--- src/rtl/pc_trace_capture.sv ---
// PC trace capture: records distinct fetch addresses into a circular history,
// flags a stalled PC, and drives 16 bits of live or browsed address to the display.
module pc_trace_capture #(
    parameter int DEPTH       = 16,
    parameter int STALL_TICKS = 8,
    parameter int AW          = $clog2(DEPTH)
) (
    input  logic          clk,
    input  logic          reset,
    input  logic          tick_i,
    input  logic [31:0]   addr_i,
    input  logic          freeze_i,
    input  logic          step_i,
    input  logic          half_sel_i,
    output logic [15:0]   disp_o,
    output logic          stalled_o,
    output logic          frozen_o,
    output logic [AW:0]   entry_cnt_o,
    output logic [AW-1:0] rd_idx_o
);

    localparam int SW = $clog2(STALL_TICKS + 1);

    typedef enum logic {LIVE, FROZEN} state_t;

    state_t        state, state_n;
    logic [31:0]   mem [DEPTH];
    logic [AW-1:0] wr_ptr, wr_ptr_n;
    logic [AW-1:0] rd_idx, rd_n;
    logic [AW:0]   entry_cnt, cnt_n;
    logic [SW-1:0] stall_cnt, stall_n;
    logic [31:0]   prev;
    logic          have_prev;
    logic          live_tick, push;
    logic [AW-1:0] sel_idx;
    logic [31:0]   sel;

    // A collision between tick_i and freeze_i drops the sample: freeze wins.
    assign live_tick = (state == LIVE) && !freeze_i && tick_i;
    assign push      = live_tick && (!have_prev || (addr_i != prev));
    assign state_n   = freeze_i ? FROZEN : LIVE;

    always_comb begin
        wr_ptr_n = push ? wr_ptr + AW'(1) : wr_ptr;

        cnt_n = entry_cnt;
        if (push && (entry_cnt != (AW+1)'(DEPTH)))
            cnt_n = entry_cnt + (AW+1)'(1);

        stall_n = stall_cnt;
        if (push)
            stall_n = '0;
        else if (live_tick && (stall_cnt != SW'(STALL_TICKS)))
            stall_n = stall_cnt + SW'(1);

        // Browse index is only meaningful while staying FROZEN; it restarts at
        // the newest entry on every entry to FROZEN and reads 0 in LIVE.
        rd_n = rd_idx;
        if ((state_n == LIVE) || (state == LIVE))
            rd_n = '0;
        else if (step_i) begin
            if (entry_cnt == '0)
                rd_n = '0;
            else if (({1'b0, rd_idx} + (AW+1)'(1)) == entry_cnt)
                rd_n = '0;
            else
                rd_n = rd_idx + AW'(1);
        end

        // Display follows next-state values so it lines up with the other
        // registered outputs; a push bypasses the RAM write in flight.
        sel_idx = wr_ptr_n - AW'(1) - rd_n;
        if (cnt_n == '0)
            sel = 32'h0;
        else if (push)
            sel = addr_i;
        else
            sel = mem[sel_idx];
    end

    always_ff @(posedge clk) begin
        if (push)
            mem[wr_ptr] <= addr_i;
    end

    always_ff @(posedge clk) begin
        if (reset) begin
            state     <= LIVE;
            frozen_o  <= 1'b0;
            wr_ptr    <= '0;
            rd_idx    <= '0;
            entry_cnt <= '0;
            stall_cnt <= '0;
            stalled_o <= 1'b0;
            prev      <= '0;
            have_prev <= 1'b0;
            disp_o    <= '0;
        end else begin
            state     <= state_n;
            frozen_o  <= (state_n == FROZEN);
            wr_ptr    <= wr_ptr_n;
            rd_idx    <= rd_n;
            entry_cnt <= cnt_n;
            stall_cnt <= stall_n;
            stalled_o <= (stall_n == SW'(STALL_TICKS));
            if (push) begin
                prev      <= addr_i;
                have_prev <= 1'b1;
            end
            disp_o    <= half_sel_i ? sel[31:16] : sel[15:0];
        end
    end

    assign entry_cnt_o = entry_cnt;
    assign rd_idx_o    = rd_idx;

endmodule
--- config.mk ---
export PLATFORM = sky130hd
export DESIGN_NAME = pc_trace_capture
export DESIGN_NICKNAME = d
export VERILOG_FILES = /design/src/rtl/pc_trace_capture.sv
export SDC_FILE = /design/constraint.sdc
export NUM_CORES = 1
export LEC_CHECK = 0
export CAP_MARGIN = 40
export CORE_MARGIN = 2
export CORE_UTILIZATION = 30
export CTS_BUF_LIST = sky130_fd_sc_hd__clkbuf_8
export CTS_CLUSTER_DIAMETER = 100
export CTS_CLUSTER_SIZE = 40
export DETAILED_ROUTE_END_ITERATION = 10
export PLACE_DENSITY = 0.54
export SYNTH_ARGS = -nofsm -noshare
export SYNTH_HDL_FRONTEND = slang
export SYNTH_SLANG_ARGS = --single-unit
--- constraint.sdc ---
create_clock -name clk -period 9.09 [get_ports clk]
set_clock_uncertainty 0.15 [all_clocks]
set_input_delay 2.2725 -clock clk [delete_from_list [all_inputs] [get_ports clk]]
set_output_delay 2.2725 -clock clk [all_outputs]
set_load 0.01 [all_outputs]
==> summary.json, run 1 <==
{
  "outcome": "complete, no violations",
  "share_clk_of_total_power": 0.209,
  "die_area_um2": 78800,
  "crit_chain": "clkdlybuf4s50_1 -> xnor2_1 -> nand4_1 -> or4b_4 -> nor3_4 -> nor2_4 -> o21ai_0 -> ha_1 -> a21o_1 -> a21oi_1 -> xnor2_1 -> xnor2_4 -> nand2b_1 -> buf_4 -> o22ai_1 -> nor4_1",
  "tightestPinTransition_ns": 0.867,
  "post-route-drc-count": 0,
  "insertion_delay_ns": 0.69,
  "internal_pwr_total_mw": 3.43,
  "clock_tree.root_cell": "sky130_fd_sc_hd__clkbuf_8",
  "vias_per_cell": 5.06,
  "drt_iter0_drc": 1124,
  "proportion_of_synthesized_flip_flops_having_asynchronous_set_or_reset": 0,
  "routedWlPerCell_um": 25.7,
  "power.sequential.fraction": 0.645,
  "worstSetupPathType": "in -> reg",
  "edff_count_synth": 512,
  "setup.worst_path.end_class": "flip-flop",
  "grt_pass1_vias": 12100,
  "final_min_period_over_clock_period": 0.806,
  "die_w_um": 281,
  "vdd.ir_drop.worst_uv": 97.0,
  "setup_viol": 0,
  "yosys_register_bits": 580,
  "slew_violations": 0,
  "average_footprint_of_a_synthesized_cell_um2": 18.7,
  "cellPowerDensity_nw_per_um2": 177,
  "hold_buffers": 0,
  "clock_tree.buffer_depth": 3,
  "netlist-cell-type-count": 56,
  "synth_area_um2": 23000,
  "drv_cap": 0,
  "synth_largest_type_area_fraction": 0.669,
  "hold_viol": 0,
  "postSynthCellCount": 1226,
  "number_of_top_level_pins": 65,
  "timing.slew.headroom": 0.420,
  "power.switching_mw": 1.12,
  "crit_required_ns": 9.51,
  "max_clock_freq_mhz": 137,
  "route.met2.wl_mm": 29.6,
  "post-route-min-period_ns": 7.32,
  "final_nets": 1369,
  "crit_path_max_fanout": 19,
  "routedLengthMet1_mm": 26.8,
  "post_cts_resized": 0,
  "num-fill-cells": 7153,
  "grt_pass1_wl_mm": 87.2,
  "grt_max_degree": 50,
  "switching_share": 0.246,
  "die_height_um": 281,
  "layout_common_cells": "sky130_fd_sc_hd__edfxtp_1 (512), sky130_fd_sc_hd__mux4_2 (129), sky130_fd_sc_hd__nand2_1 (85)",
  "comb_power_share": 0.146,
  "min-delay-start": "prev[15]",
  "topRoutingLayerUsed": "met4",
  "worst_hold_path_type": "reg -> reg",
  "clk_pin_slew_ns": 0.23,
  "portBuffers": 64,
  "synth_ff_type": "sky130_fd_sc_hd__edfxtp_1",
  "vias": 11900,
  "h-tree-depth": 1,
  "drive_gt1_frac": 0.228,
  "cts.repair_timing.setup_buffer_count": 0,
  "gr_ovfl_total": 0,
  "final_critical_path_setup_slack_ns": 1.77,
  "cts_tree": "done",
  "crit_path_start_kind": "primary input",
  "floorplan.rows": 101,
  "netlist_top_cells_area": "sky130_fd_sc_hd__edfxtp_1 (67%), sky130_fd_sc_hd__mux4_2 (13%), sky130_fd_sc_hd__dfxtp_1 (5.9%), sky130_fd_sc_hd__mux2_2 (2.1%), sky130_fd_sc_hd__nand2_1 (1.4%)",
  "startpoint": "addr_i[18]",
  "crit_slowest_cell": "sky130_fd_sc_hd__clkdlybuf4s50_1",
  "wl_mm": 60.6,
  "yosys_warnings": 0,
  "crit_top_cell": "sky130_fd_sc_hd__xnor2_1",
  "arrival_time_at_the_worst_endpoint_ns": 7.74,
  "tritoncts_num_sinks": 580,
  "rsz0062_at_grt": "false",
  "r2r-start": "prev[6]",
  "syn-num-nets": 1277,
  "initial_utilization": 0.303,
  "grt_antenna_before_repair": 0,
  "synth_top_cell_by_area": "sky130_fd_sc_hd__edfxtp_1",
  "mostFrequentLayoutCell": "sky130_fd_sc_hd__edfxtp_1",
  "met3_length_mm": 2.94,
  "firstDrtPassIters": 5,
  "p_leak_nw": 7.89,
  "synth_seq_area_share": 0.728,
  "gp_congestion": 0.775,
  "grt_usage": 0.153,
  "area_growth_syn_to_layout_pct": 11.8,
  "total_negative_setup_slack_ns": 0,
  "pre_cts_ws_ns": 1.15,
  "core_area_um2": 75900,
  "n_antenna_cell": 0,
  "hpwlAfterDp_mm": 35.4,
  "cts_buf_count": 18,
  "drt.antenna.violating_nets": 0,
  "worst_path_largest_cell_delay_ns": 0.75
}
state kept, by name (all words and copies together) (netlist names):
| register | cells |
|---|---|
| mem | 512 |
| disp_o | 16 |
| state | 1 |
| prev | 32 |
| have_prev | 1 |
| wr_ptr | 4 |
| stalled_o | 1 |
| rd_idx_o | 4 |
| stall_cnt | 4 |
| entry_cnt_o | 5 |
worst max-delay path: cells and delay by family:
family	cells	cell delay [ns]
adder cells (fa/ha/maj)	1	0.32
XOR/XNOR	3	0.92
buffers and inverters	2	1.07
AO/OA/AOI/OAI	4	0.85
AND/OR/NAND/NOR	6	2.31
synthesized netlist by cell type, types with 8 or more instances:
library cell               instances
sky130_fd_sc_hd__xor2_1           26
sky130_fd_sc_hd__mux2_2           43
sky130_fd_sc_hd__nor3_1           23
sky130_fd_sc_hd__and3_1            8
sky130_fd_sc_hd__o22ai_1          28
sky130_fd_sc_hd__xnor2_1          21
sky130_fd_sc_hd__mux4_2          129
sky130_fd_sc_hd__dfxtp_1          68
sky130_fd_sc_hd__nand3_1          10
sky130_fd_sc_hd__ha_1             12
sky130_fd_sc_hd__edfxtp_1        512
sky130_fd_sc_hd__buf_1            11
sky130_fd_sc_hd__inv_1            13
sky130_fd_sc_hd__nand2_1          85
sky130_fd_sc_hd__nor4_1           20
sky130_fd_sc_hd__a21oi_1          42
sky130_fd_sc_hd__o21ai_0          10
sky130_fd_sc_hd__nor2_1           14
sky130_fd_sc_hd__nand4_1           8
sky130_fd_sc_hd__clkbuf_1         42
sky130_fd_sc_hd__buf_2            11
through the flow:
step / hold slack (ns) / utilization / area [um2] / cells / total power, mW
final: 0.334 / 0.338 / 25700 / 2360 / 4.55
after detailed placement: 0.308 / 0.334 / 25400 / 2328 / 3.67
after global placement: 0.304 / 0.334 / 25400 / 2327 / 3.66
after global routing: 0.352 / 0.338 / 25700 / 2360 / 4.70
after floorplan: 0.284 / - / 23000 / 1226 / 3.40
after CTS: 0.333 / 0.338 / 25700 / 2360 / 4.58
power by group through the flow:
stage	Sequential (mW)	Combinational, mW	Clock, mW
detailed placement	2.99	0.672	0
global route	2.94	0.709	1.05
finish	2.93	0.663	0.950
floorplan	2.99	0.406	0
global placement	2.99	0.667	0
CTS	2.94	0.674	0.974
cell families (layout without fill, tap and decap cells):
group	Yosys count	in the layout	share of synthesized area
flip-flops	580	580	0.728
adder cells (fa/ha/maj)	13	13	0.00740
AND/OR/NAND/NOR	219	219	0.0504
multiplexers	177	177	0.150
AO/OA/AOI/OAI	111	111	0.0321
buffers and inverters	78	182	0.0137
XOR/XNOR	48	48	0.0186
cell type report:
cell class | instances | area (um2) | area share
sequential | 580 | 16700 | 0.651
multi-input combinational | 568 | 6030 | 0.235
tap | 1030 | 1290 | 0.0501
timing repair buffer | 137 | 1270 | 0.0495
clock buffer | 19 | 262 | 0.0102
clock inverter | 13 | 66.3 | 0.00258
inverter | 13 | 48.8 | 0.00190
per-layer routing:
metal,vias up,global-route usage
li1,5115,-
met1,6409,0.216
met2,359,0.256
met3,51,0.0154
met4,0,0.0350
met5,-,0
final timing paths:
check	endpoint	slack, ns	depth (start not counted)
worst max-delay path	disp_o[3]	1.77	16
worst min-delay path	prev[15]	0.33	2
worst max register to register	disp_o[3]	3.62	15
worst min register to register	prev[15]	0.33	2
Note: power is estimated with default switching activity, not from simulation.
==> run 2: changes to the inputs <==
==> constraint.sdc (replaced) <==
create_clock -name clk -period 7.55 [get_ports clk]
set_clock_uncertainty 0.15 [all_clocks]
set_input_delay 1.8875 -clock clk [delete_from_list [all_inputs] [get_ports clk]]
set_output_delay 1.8875 -clock clk [all_outputs]
set_load 0.01 [all_outputs]
==> summary.json, run 2 (synthesis gave the netlist of run 1 again) <==
{
  "outcome": "complete, no violations",
  "initial_utilization": {"value": 0.303, "change": "unchanged"},
  "clk_pin_slew": {"value": 0.22, "unit": "ns", "change": "about the same"},
  "firstDrtPassIters": {"value": 5, "change": "unchanged"},
  "critical_path.top_delay_family": "simple AND/OR/NAND/NOR gates",
  "tritoncts_num_sinks": {"value": 580, "change": "unchanged"},
  "grt_max_degree": {"value": 49, "change": "-2.0%"},
  "final_nets": {"value": 1381, "change": "+0.88%"},
  "drv_cap": {"value": 0, "change": "unchanged"},
  "grt_usage": {"value": 0.156, "change": "+0.00276"},
  "post-route-min-period_ns": 6.51,
  "crit_path_max_fanout": {"value": 38, "change": "+19"},
  "arrival_time_at_the_worst_endpoint": {"value": 6.98, "unit": "ns", "change": "-0.76 ns"},
  "timing.slew.headroom": {"value": 0.430, "change": "+0.00966"},
  "worstSetupPathType": "in -> reg",
  "drt_iter0_drc": {"value": 1083, "change": "-3.6%"},
  "crit_slowest_cell": "sky130_fd_sc_hd__fa_4",
  "die_w": {"value": 281, "unit": "um", "change": "unchanged"},
  "core_area": {"value": 75900, "unit": "um2", "change": "unchanged"},
  "crit_required": {"value": 8.01, "unit": "ns", "change": "-1.50 ns"},
  "largest_registers": "mem x512, prev x32, disp_o x16",
  "crit_path_start_kind": "primary input",
  "layout_common_cells": "sky130_fd_sc_hd__edfxtp_1 (512), sky130_fd_sc_hd__mux4_2 (129), sky130_fd_sc_hd__nand2_1 (85)",
  "grt_pass1_wl": {"value": 89.0, "unit": "mm", "change": "+2.0%"},
  "largest_reg_by_ff_count": "mem",
  "wl": {"value": 61.8, "unit": "mm", "change": "+2.0%"},
  "layout.cell_area.non_filler": {"value": 26000, "unit": "um2", "change": "+1.0%"},
  "setup_viol": {"value": 0, "change": "unchanged"},
  "vias": {"value": 12100, "change": "+1.1%"},
  "area_growth_syn_to_layout_pct": 13.0,
  "grt_antenna_before_repair": {"value": 1, "change": "+1"},
  "largest_reg_flops": {"value": 512, "change": "unchanged"},
  "final_min_period_over_clock_period": 0.863,
  "clock_tree.root_cell": "sky130_fd_sc_hd__clkbuf_8",
  "critical_path.n_buffers_inverters": {"value": 3, "change": "+1"},
  "total_negative_setup_slack": {"value": 0, "unit": "ns", "change": "unchanged"},
  "crit_chain": "clkdlybuf4s50_1 -> xnor2_1 -> or4b_1 -> or4b_4 -> nor3_4 -> nor2_4 -> xnor2_1 -> ha_4 -> fa_4 -> buf_12 -> buf_12 -> mux4_2 -> mux2_2 -> o22ai_1 -> nor4_1",
  "h-tree-depth": {"value": 1, "change": "unchanged"},
  "number_of_top_level_pins": {"value": 65, "change": "unchanged"},
  "cts_tree": "done",
  "portBuffers": {"value": 64, "change": "unchanged"},
  "cts_buf_count": {"value": 20, "change": "+2"},
  "floorplan.rows": {"value": 101, "change": "unchanged"},
  "drt.antenna.violating_nets": {"value": 0, "change": "unchanged"},
  "max_clock_freq_mhz": 153,
  "vdd.ir_drop.worst": {"value": 124, "unit": "uV", "change": "+28%"},
  "p_leak": {"value": 8.00, "unit": "nW", "change": "+1.4%"},
  "worst_hold_path_type": "reg -> reg",
  "final_critical_path_setup_slack": {"value": 1.04, "unit": "ns", "change": "-0.732 ns"},
  "hold_viol": {"value": 0, "change": "unchanged"},
  "die_height": {"value": 281, "unit": "um", "change": "unchanged"},
  "die_area": {"value": 78800, "unit": "um2", "change": "unchanged"},
  "clock_tree.buffer_depth": {"value": 3, "change": "unchanged"},
  "hpwlAfterDp": {"value": 37.3, "unit": "mm", "change": "+5.5%"},
  "tightestPinTransition": {"value": 0.855, "unit": "ns", "change": "-0.0121 ns"},
  "post_cts_resized": {"value": 0, "change": "unchanged"},
  "gr_ovfl_total": {"value": 0, "change": "unchanged"},
  "slew_violations": {"value": 0, "change": "unchanged"},
  "worst_path_largest_cell_delay": {"value": 0.96, "unit": "ns", "change": "+0.21 ns"},
  "grt_pass1_vias": {"value": 12200, "change": "+0.40%"},
  "mostFrequentLayoutCell": "sky130_fd_sc_hd__edfxtp_1",
  "drive_gt1_frac": {"value": 0.240, "change": "+0.0118"},
  "routedWlPerCell": {"value": 26.0, "unit": "um", "change": "+1.3%"},
  "cts.repair_timing.setup_buffer_count": {"value": 0, "change": "unchanged"},
  "pre_cts_ws": {"value": 0.259, "unit": "ns", "change": "-0.890 ns"},
  "cellPowerDensity": {"value": 218, "unit": "nW/um2", "change": "+23%"},
  "vias_per_cell": {"value": 5.08, "change": "+0.43%"},
  "insertion_delay": {"value": 0.70, "unit": "ns", "change": "about the same"},
  "rsz0062_at_grt": "false",
  "setup.worst_path.end_class": "flip-flop",
  "placed_cell_area": {"value": 25500, "unit": "um2", "change": "+0.55%"},
  "hold_buffers": {"value": 0, "change": "unchanged"},
  "post-route-drc-count": {"value": 0, "change": "unchanged"},
  "gp_congestion": {"value": 0.820, "change": "+5.8%"}
}
-- run 2: area by class of cell --
cell class / instances / area, um2
antenna: 1 / 2.50
clock buffer: 21 / 289
clock inverter: 15 / 163
fill: 7152 / 50000
inverter: 13 / 48.8
multi-input combinational: 568 / 6030
sequential: 580 / 16700
tap: 1030 / 1290
timing repair buffer: 147 / 1410
-- run 2: final timing paths --
path	from	end	slack (ns)	depth (start not counted)
worst min-delay path	prev[24]	prev[24]	0.33	2
worst min register to register	prev[24]	prev[24]	0.33	2
worst max-delay path	addr_i[6]	disp_o[8]	1.04	15
worst max register to register	prev[6]	disp_o[8]	2.38	14
-- run 2: power by group --
group          switching (mW)  internal, mW  leakage [nW]
Clock                   0.973         0.329         0.240
Combinational           0.440         0.383          2.60
Sequential             0.0199          3.51          5.16
Total                    1.43          4.23          8.00
-- run 2: worst register-to-register path: stages, from the launching register on --
cell                      delay, ns
sky130_fd_sc_hd__dfxtp_1       0.37
sky130_fd_sc_hd__xnor2_1       0.33
sky130_fd_sc_hd__or4b_1        0.47
sky130_fd_sc_hd__or4b_4        0.51
sky130_fd_sc_hd__nor3_4        0.28
sky130_fd_sc_hd__nor2_4        0.07
sky130_fd_sc_hd__xnor2_1       0.21
sky130_fd_sc_hd__ha_4          0.20
sky130_fd_sc_hd__fa_4          0.97
sky130_fd_sc_hd__buf_12        0.32
sky130_fd_sc_hd__buf_12        0.28
sky130_fd_sc_hd__mux4_2        0.33
sky130_fd_sc_hd__mux2_2        0.30
sky130_fd_sc_hd__o22ai_1       0.24
sky130_fd_sc_hd__nor4_1        0.07
-- run 2: metrics by stage --
step                cells  utilization  power (mW)  hold WS, ns
finish               2375        0.342        5.66        0.332
global route         2375        0.342        5.85        0.344
CTS                  2374        0.342        5.71        0.332
detailed placement   2338        0.336        4.44        0.308
global placement     2336        0.335        4.44        0.303
floorplan            1226            -        4.09        0.284
-- run 2: metal layers --
layer,share of wire,track usage
met1,0.44,0.221
met2,0.49,0.262
met3,0.054,0.0169
met4,0.015,0.0270
met5,0,0
